File: src/rtl/seq_detect_pkg.sv
// Shared types and defaults for the serial pattern detector.
package seq_detect_pkg;

    localparam int PAT_MAX_DEF = 8;

    typedef enum logic [1:0] {
        IDLE = 2'd0,
        FILL = 2'd1,
        RUN  = 2'd2,
        DONE = 2'd3
    } state_t;

endpackage

File: src/rtl/seq_window.sv
// Serial shift window, saturating fill counter and length-masked pattern compare.
module seq_window
    import seq_detect_pkg::*;
#(
    parameter int PAT_MAX = PAT_MAX_DEF,
    parameter int LEN_W   = $clog2(PAT_MAX + 1)
) (
    input  logic               clk,
    input  logic               rst,
    input  logic               clear,
    input  logic               shift,
    input  logic               x,
    input  logic [PAT_MAX-1:0] pattern,
    input  logic [LEN_W-1:0]   len,
    output logic               filled,
    output logic               hit
);

    logic [PAT_MAX-1:0] window;
    logic [PAT_MAX-1:0] window_next;
    logic [PAT_MAX-1:0] mask;
    logic [LEN_W-1:0]   fill;
    logic [LEN_W-1:0]   fill_next;

    // Compare uses the post-shift window so the completing bit counts.
    always_comb begin
        window_next = (window << 1) | {{(PAT_MAX-1){1'b0}}, x};
        fill_next   = (fill == LEN_W'(PAT_MAX)) ? fill : fill + LEN_W'(1);
        mask        = '0;
        for (int i = 0; i < PAT_MAX; i++) begin
            mask[i] = (i < int'(len));
        end
        filled = shift && (fill_next >= len);
        hit    = filled && (((window_next ^ pattern) & mask) == '0);
    end

    always_ff @(posedge clk or posedge rst) begin
        if (rst) begin
            window <= '0;
            fill   <= '0;
        end else if (clear) begin
            window <= '0;
            fill   <= '0;
        end else if (shift) begin
            window <= window_next;
            fill   <= fill_next;
        end
    end

endmodule

File: src/rtl/seq_detect_ctrl.sv
// Run controller for the serial pattern detector: config registers, FSM, match counter.
// Define SEQ_DETECT_OVERLAP_EN to let matches overlap (window kept after a match).
module seq_detect_ctrl
    import seq_detect_pkg::*;
#(
    parameter int PAT_MAX = PAT_MAX_DEF,
    parameter int CNT_W   = 8
) (
    input  logic               clk,
    input  logic               rst,
    input  logic               cfg_valid,
    output logic               cfg_ready,
    input  logic [PAT_MAX-1:0] cfg_pattern,
    input  logic [3:0]         cfg_len,
    input  logic [CNT_W-1:0]   cfg_thresh,
    input  logic               start,
    input  logic               stop,
    input  logic               x,
    input  logic               x_valid,
    output logic               z,
    output logic [CNT_W-1:0]   match_cnt,
    output logic               busy,
    output logic               done
);

    localparam int LEN_W = $clog2(PAT_MAX + 1);
`ifdef SEQ_DETECT_OVERLAP_EN
    localparam bit OVERLAP = 1'b1;
`else
    localparam bit OVERLAP = 1'b0;
`endif

    state_t             state, state_next;
    logic [PAT_MAX-1:0] pat_q;
    logic [LEN_W-1:0]   len_q, len_clamp;
    logic [CNT_W-1:0]   thresh_q, cnt_next;
    logic               latch, win_clear, shift, take, cnt_clear;
    logic               filled, hit;

    seq_window #(.PAT_MAX(PAT_MAX), .LEN_W(LEN_W)) u_window (
        .clk     (clk),
        .rst     (rst),
        .clear   (win_clear),
        .shift   (shift),
        .x       (x),
        .pattern (pat_q),
        .len     (len_q),
        .filled  (filled),
        .hit     (hit)
    );

    always_comb begin
        if (cfg_len == 4'd0)
            len_clamp = LEN_W'(1);
        else if (int'(cfg_len) > PAT_MAX)
            len_clamp = LEN_W'(PAT_MAX);
        else
            len_clamp = LEN_W'(cfg_len);
    end

    assign cfg_ready = (state == IDLE);
    assign latch     = cfg_valid && cfg_ready;
    assign busy      = (state == FILL) || (state == RUN);
    assign done      = (state == DONE);
    assign cnt_next  = (match_cnt == '1) ? match_cnt : match_cnt + CNT_W'(1);

    // stop masks shifting, so a coincident match never reaches z or the counter.
    always_comb begin
        state_next = state;
        win_clear  = 1'b0;
        shift      = 1'b0;
        take       = 1'b0;
        cnt_clear  = 1'b0;
        if (stop) begin
            state_next = IDLE;
        end else begin
            case (state)
                IDLE, DONE: begin
                    if (start) begin
                        state_next = FILL;
                        win_clear  = 1'b1;
                        cnt_clear  = 1'b1;
                    end
                end
                FILL, RUN: begin
                    shift = x_valid;
                    if (hit) begin
                        take = 1'b1;
                        if ((thresh_q != '0) && (cnt_next == thresh_q)) begin
                            state_next = DONE;
                        end else if (!OVERLAP) begin
                            state_next = FILL;
                            win_clear  = 1'b1;
                        end else begin
                            state_next = RUN;
                        end
                    end else if (filled) begin
                        state_next = RUN;
                    end
                end
                default: state_next = IDLE;
            endcase
        end
    end

    always_ff @(posedge clk or posedge rst) begin
        if (rst) begin
            state     <= IDLE;
            pat_q     <= '0;
            len_q     <= LEN_W'(1);
            thresh_q  <= '0;
            match_cnt <= '0;
            z         <= 1'b0;
        end else begin
            state <= state_next;
            z     <= take;
            if (latch) begin
                pat_q    <= cfg_pattern;
                len_q    <= len_clamp;
                thresh_q <= cfg_thresh;
            end
            if (cnt_clear)
                match_cnt <= '0;
            else if (take)
                match_cnt <= cnt_next;
        end
    end

endmodule

File: config.mk
export PLATFORM = sky130hd
export DESIGN_NAME = seq_detect_ctrl
export DESIGN_NICKNAME = d
export VERILOG_FILES = /design/src/rtl/seq_detect_pkg.sv /design/src/rtl/seq_window.sv /design/src/rtl/seq_detect_ctrl.sv
export SDC_FILE = /design/constraint.sdc
export NUM_CORES = 1
export LEC_CHECK = 0
export BUFFER_PORTS_ARGS = -buffer_cell sky130_fd_sc_hd__buf_2
export CORE_MARGIN = 8
export CORE_UTILIZATION = 25
export DETAILED_ROUTE_END_ITERATION = 16
export PLACE_DENSITY = 0.51
export SETUP_SLACK_MARGIN = 0.3
export SKIP_LAST_GASP = 1
export SYNTH_ARGS = -nofsm -noshare
export SYNTH_HDL_FRONTEND = slang
export SYNTH_SLANG_ARGS = --single-unit
File: constraint.sdc
create_clock -name clk -period 6.65 [get_ports clk]
set_input_delay 0 -clock clk [delete_from_list [all_inputs] [get_ports clk]]
set_output_delay 0 -clock clk [all_outputs]
set_load 0.05 [all_outputs]
==> metrics <==
status completed; cell area after layout 3120 um2; Routability Congestion 0.811; Chip Width 116 um; number of synthesized flops with an enable pin 0; Slew HR 0.423; CTS tree done; crit share post-route 0.476; die height 116 um; Mapped Cells 250; Post-DP Area 2750 um2; gr usage total 0.0942; antenna cells 0; # IOs 39; synthesized area 2480 um2; Max Freq 316 MHz; drt total wl 5950 um; Critical Path RT 6.80 ns; final setup skew 0.0109 ns; root buf cell clkbuf_8; Final ANT Viol Nets 0; largest net degree at the start of global routing 43; Worst Setup End Kind register; maxcap violations 0; Worst setup SP type register; Crit Path Max Fanout 17; Num CTS Buffers 5; sequential area share after synthesis 0.423; crit path launch u_window.fill[0]$_DFFE_PP0P_; slowest CP cell nor3_4; DR pass1 iterations 4; Max VDD drop 0.0994 mV; Final #Nets 342; leading cell type in the layout, fill and taps excluded dfrtp_1; Hold Slack 0.151 ns; reg2reg start u_window.fill[0]$_DFFE_PP0P_; Max Slew Vio Count 0; initial antenna violation count 0; RSZ-0062 raised after global routing false; power density cells 237 nW/um2; Slew @ Worst Pin 0.864 ns; post-route minimum period 3.17 ns; final setup vio count 0; total negative setup slack 0 ns; vias in the first global route 2125; drt wl/cell 13.5 um; Synthesis Warnings 0; syn nets 286; Worst path max stage delay 0.64 ns; post-synth top area share 0.413; GRT overflow 0; syn avg cell area 9.94 um2; Async S/R FF share, synth 1.00; # clock sinks 42; area grow syn2layout 25.6%; # port buffers 38; FP Rows 36; Clock Tree Buf Depth 2; CTS clk-pin slew, worst paths 0.09 ns; Yosys cell types 56; Crit Path Category reg2reg; Initial Utilization 0.255; first-pass GRT wire length 10300 um; full die area 13400 um2; most frequent cells in the layout 41 x dfrtp_1, 38 x buf_2, 30 x nand2_1; Final Util 0.321; Vias/cell 4.65; H-tree levels 2; Hold Crit Start x_valid; dominant synthesized flop cell dfrtp_1; clk_lat worst skew 0.29 ns; drt initial violations 113; worst hold path class in2reg; area of the core 9730 um2; DRC viols 0; worst path cell trace inv_1 -> ha_1 -> nand2_1 -> nor2_1 -> xnor2_1 -> ha_1 -> nor2_1 -> a21oi_1 -> o21a_1 -> o21ai_0 -> nor3_4 -> a2bb2oi_2 -> a21oi_1; detailed-placement wirelength estimate 4400 um; Leak 1.33 nW; cell taking the most area after synthesis dfrtp_1; share of layout cells above drive strength 1 0.261; CP arrival 3.32 ns; Vias 2044; #FFs+latches synth 42; number of fill cells in the layout 1019; top cells by area, synth dfrtp_1 41%, mux2_2 8.2%, a21oi_1 4.6%; final hold vios 0
==> sequential cells by signal, summed over array words and instances (netlist names) <==
register and count:
match_cnt 8, pat_q 8, thresh_q 8, u_window.window 7
len_q 4, u_window.fill 4, state 2, z 1
==> logic make-up after synthesis <==
group                      share of synthesized area
muxes                                         0.0856
and+or+nand+nor                                0.159
buffers and inverters                         0.0569
xor gates and xnor gates                      0.0599
AOI/OAI and AO/OA                              0.170
DFF                                            0.423
adders and majority gates                     0.0453
==> routing by layer <==
layer  up-vias  track usage  part of all wire
li1       1008            -                 -
met1       988        0.131              0.53
met2        43        0.147              0.43
met3         5       0.0135             0.028
met4         0       0.0311             0.010
met5         -            0                 0
==> power by group <==
part           internal [W]  leakage [nW]  switching [W]
combinational     0.0000857         0.718      0.0000885
clock              0.000150        0.0683      0.0000927
sequential         0.000288         0.541      0.0000345
==> area by class of cell <==
class	count	area [um2]	share of cell area
multi-input combinational	183	1290	0.414
sequential	42	1050	0.337
timing repair buffer	62	428	0.137
tap	133	166	0.0533
clock buffer	5	68.8	0.0221
clock inverter	3	68.8	0.0221
inverter	12	45.0	0.0144
==> what timing repair did <==
action                                  4_1_cts  5_1_grt
hold buffers                                 23        0
buffers inserted                              0        0
endpoints found under the setup margin        0        0
resized for setup                             0        0
endpoints found under the hold margin        63        0
==> synth_stat cells (all sizes together), types with 2 or more instances <==
cell,n
o21ai,9
or3,2
nand2b,4
nand2,30
buf,10
ha,9
dfrtp,41
nand4,2
a31oi,4
o21a,3
a21oi,25
o22ai,3
and4,2
clkbuf,3
nor3,6
xor2,7
and3,2
xnor2,10
inv,12
nor4,3
a311oi,4
nand3,8
a211oi,2
mux2,18
o31ai,2
nor2,10
==> worst paths after layout <==
| path | end | slack (ns) | depth (start not counted) |
|---|---|---|---|
| max | u_window.window[4]$_DFFE_PP0P_ | 3.48 | 13 |
| min | u_window.window[6]$_DFFE_PP0P_ | 0.15 | 5 |
| max reg2reg | u_window.window[4]$_DFFE_PP0P_ | 3.48 | 13 |
| min reg2reg | pat_q[3]$_DFFE_PP0P_ | 0.54 | 1 |
| max in group asynchronous | match_cnt[4]$_DFFE_PP0P_ | 5.88 | 4 |
| min in group asynchronous | thresh_q[0]$_DFFE_PP0P_ | 0.40 | 4 |
==> critical path, delay by kind of cell (launching register included) <==
| family | cells | cell delay, ns |
|---|---|---|
| fa+ha+maj | 2 | 0.42 |
| xor+xnor | 1 | 0.10 |
| buf+inv | 1 | 0.11 |
| simple gates | 4 | 0.92 |
| compound gates | 5 | 1.04 |
| flops | 1 | 0.42 |
==> through the flow <==
stage          setup slack, ns  std cells  total power [W]
2_1_floorplan             3.99        250         0.000447
3_3_place_gp              3.66        409         0.000489
3_5_place_dp              3.48        409         0.000492
4_1_cts                   3.47        440         0.000751
5_1_grt                   3.16        440         0.000785
6_report                  3.48        440         0.000740
(Power assumes the default switching activity.)
